[config.mk]
export PLATFORM = sky130hd
export DESIGN_NAME = serial_word_collector
export DESIGN_NICKNAME = d
export VERILOG_FILES = /design/src/rtl/serial_word_collector_pkg.sv /design/src/rtl/serial_word_collector_bit_demux8.sv /design/src/rtl/serial_word_collector.sv
export SDC_FILE = /design/constraint.sdc
export NUM_CORES = 1
export LEC_CHECK = 0
export ABC_AREA = 1
export CAP_MARGIN = 20
export CORE_MARGIN = 2
export CORE_UTILIZATION = 51
export CTS_CLUSTER_SIZE = 25
export DETAILED_ROUTE_END_ITERATION = 6
export PLACE_DENSITY = 0.83
export SYNTH_ARGS = -nofsm -noshare
export SYNTH_HDL_FRONTEND = slang
export SYNTH_SLANG_ARGS = --single-unit
[constraint.sdc]
create_clock -name clk -period 2 [get_ports clk]
set_input_delay 0.2 -clock clk [delete_from_list [all_inputs] [get_ports clk]]
set_output_delay 0.2 -clock clk [all_outputs]
set_load 0.005 [all_outputs]
[src/rtl/serial_word_collector_pkg.sv]
// Shared definitions for the serial word collector.
//   WORD_W / IDX_W        : word width and slot index width
//   state_e               : collector state (FILL, STALL)
//   IDX_START_* / IDX_END_*: first and last slot for each bit order
package serial_word_collector_pkg;

  localparam int WORD_W = 8;
  localparam int IDX_W  = 3;

  // Two-bit encoding so that illegal codes exist and can decode to FILL.
  typedef enum logic [1:0] {
    FILL  = 2'b01,
    STALL = 2'b10
  } state_e;

  localparam logic [IDX_W-1:0] IDX_START_LSB = 3'd0;
  localparam logic [IDX_W-1:0] IDX_END_LSB   = 3'd7;
  localparam logic [IDX_W-1:0] IDX_START_MSB = 3'd7;
  localparam logic [IDX_W-1:0] IDX_END_MSB   = 3'd0;

endpackage

[src/rtl/serial_word_collector_bit_demux8.sv]
// bit_demux8: combinational 3-to-8 decoder, the mirror of the 8:1 bit
// selector. Turns a slot index (sel[0]=s0, sel[1]=s1, sel[2]=s2) and a
// write strobe into a one-hot slot write enable.
//   sel : slot index
//   we  : write strobe
//   wen : one-hot write enable, all zero when we=0
module bit_demux8
  import serial_word_collector_pkg::*;
(
  input  logic [IDX_W-1:0]  sel,
  input  logic              we,
  output logic [WORD_W-1:0] wen
);

  always_comb begin
    wen = '0;
    if (we) wen[sel] = 1'b1;
  end

endmodule

[src/rtl/serial_word_collector.sv]
// serial_word_collector: serial-to-parallel byte collector. Each accepted
// bit is steered into shadow[idx]; the completed word moves to a registered
// output held under a valid/ready handshake while the next word fills.
// Optional feature macro: SERIAL_COLLECTOR_PARITY_EN (9-bit words: 8 data
// bits then an even-parity bit, reported on par_err).
//   clk, rst              : clock, synchronous active-high reset
//   bit_in/bit_valid/bit_ready : serial input handshake
//   clr                   : abort the partial word
//   idx                   : slot for the next accepted bit
//   word_out/word_valid/word_ready : output word handshake
//   busy                  : a partial word is held
//   par_err               : parity error of word_out (parity build only)
module serial_word_collector
  import serial_word_collector_pkg::*;
#(
  parameter bit LSB_FIRST = 1'b1
) (
  input  logic              clk,
  input  logic              rst,
  input  logic              bit_in,
  input  logic              bit_valid,
  output logic              bit_ready,
  input  logic              clr,
  output logic [IDX_W-1:0]  idx,
  output logic [WORD_W-1:0] word_out,
  output logic              word_valid,
  input  logic              word_ready,
`ifdef SERIAL_COLLECTOR_PARITY_EN
  output logic              par_err,
`endif
  output logic              busy
);

  localparam logic [IDX_W-1:0] IDX_START = LSB_FIRST ? IDX_START_LSB : IDX_START_MSB;
  localparam logic [IDX_W-1:0] IDX_END   = LSB_FIRST ? IDX_END_LSB   : IDX_END_MSB;

  state_e            state_q, state_d;
  logic [IDX_W-1:0]  idx_q, idx_d;
  logic [WORD_W-1:0] shadow_q, shadow_d, word_q, word_d;
  logic [WORD_W-1:0] wen, shadow_wr;
  logic              word_valid_q, word_valid_d;
  logic              last_slot, par_slot, accept, complete, take, stall_st;

`ifdef SERIAL_COLLECTOR_PARITY_EN
  logic [3:0] cnt_q, cnt_d;
  logic       par_err_q, par_err_d;
  // The ninth bit carries parity; idx has already wrapped to its start.
  assign par_slot  = (cnt_q == 4'(WORD_W));
  assign last_slot = par_slot;
  assign busy      = (cnt_q != 4'd0);
  assign par_err   = par_err_q;
`else
  assign par_slot  = 1'b0;
  assign last_slot = (idx_q == IDX_END);
  assign busy      = (idx_q != IDX_START);
`endif

  assign stall_st = (state_q == STALL);
  // Hold off only the word-completing bit while the output is still full.
  assign bit_ready = !((stall_st || last_slot) && word_valid_q && !word_ready);
  assign accept    = bit_valid && bit_ready && !clr;
  assign complete  = accept && last_slot;
  assign take      = word_valid_q && word_ready;

  bit_demux8 u_demux (
    .sel (idx_q),
    .we  (accept && !par_slot),
    .wen (wen)
  );

  // Shadow word with the current bit merged in; this is what loads on completion.
  assign shadow_wr = (shadow_q & ~wen) | (wen & {WORD_W{bit_in}});

  always_comb begin
    idx_d        = idx_q;
    shadow_d     = shadow_q;
    word_d       = word_q;
    word_valid_d = word_valid_q;
    if (take) word_valid_d = 1'b0;
    if (clr) begin
      idx_d    = IDX_START;
      shadow_d = '0;
    end else if (accept) begin
      shadow_d = shadow_wr;
      if (!par_slot) idx_d = LSB_FIRST ? idx_q + 3'd1 : idx_q - 3'd1;
      if (complete) begin
        word_d       = shadow_wr;
        word_valid_d = 1'b1;
        shadow_d     = '0;
        idx_d        = IDX_START;
      end
    end
  end

`ifdef SERIAL_COLLECTOR_PARITY_EN
  always_comb begin
    cnt_d     = cnt_q;
    par_err_d = par_err_q;
    if (clr)         cnt_d = 4'd0;
    else if (accept) cnt_d = complete ? 4'd0 : cnt_q + 4'd1;
    if (complete)    par_err_d = (^shadow_q) ^ bit_in;
  end

  always_ff @(posedge clk) begin
    if (rst) begin
      cnt_q     <= 4'd0;
      par_err_q <= 1'b0;
    end else begin
      cnt_q     <= cnt_d;
      par_err_q <= par_err_d;
    end
  end
`endif

  always_comb begin
    state_d = FILL;
    case (state_q)
      FILL:    state_d = (last_slot && word_valid_q && !word_ready && !clr) ? STALL : FILL;
      STALL:   state_d = (word_ready || clr) ? FILL : STALL;
      default: state_d = FILL;
    endcase
  end

  always_ff @(posedge clk) begin
    if (rst) begin
      state_q      <= FILL;
      idx_q        <= IDX_START;
      shadow_q     <= '0;
      word_q       <= '0;
      word_valid_q <= 1'b0;
    end else begin
      state_q      <= state_d;
      idx_q        <= idx_d;
      shadow_q     <= shadow_d;
      word_q       <= word_d;
      word_valid_q <= word_valid_d;
    end
  end

  assign idx        = idx_q;
  assign word_out   = word_q;
  assign word_valid = word_valid_q;

endmodule

==> impl_metrics.csv <==
group,metric,value,unit
grt,grt_remaining_overflow,0,
setup_path,startpoint_type,"flip-flop",
status,status,"complete, no violations",
yosys,yosys_warnings,0,
die,std_cell_rows,17,
power,pwr-share-seq,52.2,%
detailed_routing,ant_nets,0,
die,pin_count,20,
yosys,synth_cell_type_count,18,
detailed_routing,vias_per_cell,4.92,
sta,fin_crit,1.90,ns
detailed_routing,drt_wl_total,2370,µm
final_layout,layout_common_cells,"40 x nand2_1, 28 x inv_1, 21 x dfxtp_1, 19 x nand3_1",
setup_path,slowest_delay,0.49,ns
cts,cts_tree,"yes",
detailed_routing,vias,1078,
yosys,postSynthCellCount,168,
die,start_util,52.9,%
setup_path,crit_type,"flip-flop to output port",
placement,dpl.cell_count,213,
cts,cts.reportedPaths.clkPinSlew,0.12,ns
setup_path,cp.required,1.80,ns
power,pwr-share-comb,7.4,%
sta,timing.final.crit_share,94.9,%
detailed_routing,routedWlPerCell,10.8,µm
sta,max_slew_margin,79.2,%
yosys,syn-num-nets,179,
cts,cts.sinks,22,
grt,grt_start_max_net_pins,20,
sta,rsz0062_at_grt,"false",
job,drv_cap,0,
power,power.share.clock,40.5,%
power,peakVddDrop,0.618,mV
detailed_routing,first_pass_iters,4,
die,die_w,51.5,µm
final_layout,drive_gt1_share,7.85,%
hold_path,min_path_type,"flip-flop to flip-flop",
detailed_routing,drc,0,
sta,fin_tns_setup,0,ns
sta,clock.fmax,0.527,GHz
sta,hold_viol,0,
detailed_routing,drt-initial-drc-count,13,
power,p_leak,0.637,nW
power,internal-power,669,µW
grt,antenna_found_initial,0,
sta,fin_worst_skew,0.00177,ns
placement,place_ws,0.142,ns
cts,htreeDepth,1,
cts,clockRootBuffer,"clkbuf_4",
die,coreArea,0.00217,mm²
cts,cts.path.max_buffers,2,
setup_path,cp_slowest_cell,"clkdlybuf4s50_1",
power,p_switching,178,µW
sta,setup_viol,0,
die,dieArea,0.00265,mm²
cts,ctsHoldBuffers,0,
final_layout,instances_no_fill,219,
placement,globalplace.congestion,0.831,
yosys,synth_largest_area_cell,"dfxtp_1",
placement,dp_hpwl,1720,µm
power,power,847,µW
die,fp.dieH,51.5,µm
cts,clk_latency,0.32,ns
yosys,synth.top_cell.area_share,38.3,%
placement,numPortBuffers,19,
sta,fin_ws,0.102,ns
yosys,seq_area_frac_synth,38.3,%
setup_path,cp.arrival,1.70,ns
sta,worst_pin_slew,0.310,ns
final_layout,fin_nets,203,
final_layout,final_util,66.0,%
power,power_density,591,mW/mm²
grt,track_usage,21.6,%
setup_path,endpoint_kind,"output port",
final_layout,area_delta_synth_final,24.7,%
setup_path,path_cells,"buf_4 > inv_1 > ha_1 > nand2_1 > clkdlybuf4s50_1",
yosys,synthTopCellsByArea,"dfxtp_1 38%, nand2_1 13%, inv_1 9.2%",
grt,grt_first_pass_wirelength,4200,µm
yosys,synth-seq-cells,22,
cts,cts_made_buffers,3,
yosys,syn_area,0.00115,mm²
final_layout,n_antenna_cell,0,
sta,slew_viol_final,0,
grt,grt_pass1_vias,1034,
power,sw_frac_of_total,21.0,%
setup_path,critical_path.max_fanout,7,
yosys,syn_avg_cell_area,6.84,µm²
final_layout,final_common_cell,"nand2_1",
[power groups by stage]
stage	clock [mW]	combinational, mW	sequential, mW
after floorplan	0	0.0318	0.454
after global placement	0	0.0599	0.453
after detailed placement	0	0.0606	0.453
after CTS	0.353	0.0628	0.442
after global routing	0.366	0.0696	0.443
final	0.343	0.0624	0.442
[cell usage after synthesis (all sizes together)]
master,n
o211ai,1
a21oi,13
inv,28
buf,4
clkbuf,2
o21ai,3
nor3,2
nand2,41
nor2,19
nand4,8
ha,5
nand3,20
dfxtp,22
[layout make-up]
| cell class | count | area, µm² |
|---|---|---|
| Fill cell | 209 | 737 |
| Multi-Input combinational cell | 112 | 562 |
| Sequential cell | 22 | 444 |
| Timing Repair Buffer | 25 | 234 |
| Inverter | 28 | 105 |
| Tap cell | 28 | 35.0 |
| Clock inverter | 1 | 30.0 |
| Clock buffer | 3 | 22.5 |
[state kept, by name, indices dropped and copies added (netlist names)]
signal,cells
state_q,2
shadow_q,8
idx,3
word_valid,1
word_out,8
[metal layers]
layer	vias up	GRT usage, %	routed length (µm)
met5	-	0	0
met4	0	11.4	49
met3	5	3.80	84
met2	20	37.0	1210
met1	476	25.4	1030
li1	577	-	-
[timing repair]
item / 4_1_cts / 5_1_grt
endpoints found under the setup margin: 1 / 0
gates resized for setup: 5 / 0
buffers inserted: 2 / 0
[kinds of logic after synthesis]
group	share of synthesized area [%]
AO/OA/AOI/OAI	7.62
adder cells (fa/ha/maj)	5.45
buffers and inverters	13.2
flip-flops	38.3
AND/OR/NAND/NOR	35.4
[metrics by stage]
stage	instance area, µm²	hold WS [ns]
after floorplan	1150	0.363
after global placement	1360	0.505
after detailed placement	1360	0.523
after CTS	1430	0.543
after global routing	1430	0.568
final	1430	0.537
[worst max-delay path: cells and delay by family, from the launching register on]
family | cells | cell delay [ns]
buffers and inverters | 3 | 0.74
AND/OR/NAND/NOR | 1 | 0.06
flip-flops | 1 | 0.35
adder cells (fa/ha/maj) | 1 | 0.22
[final timing paths]
kind         startpoint         end  slack (ns)  depth (start not counted)
max reg2reg      idx[1]      idx[0]        0.21                         10
max              idx[0]        busy        0.10                          5
min          word_valid  state_q[1]        0.54                          2
min reg2reg  word_valid  state_q[1]        0.54                          2
No activity file was read; power rests on OpenSTA's default activity.
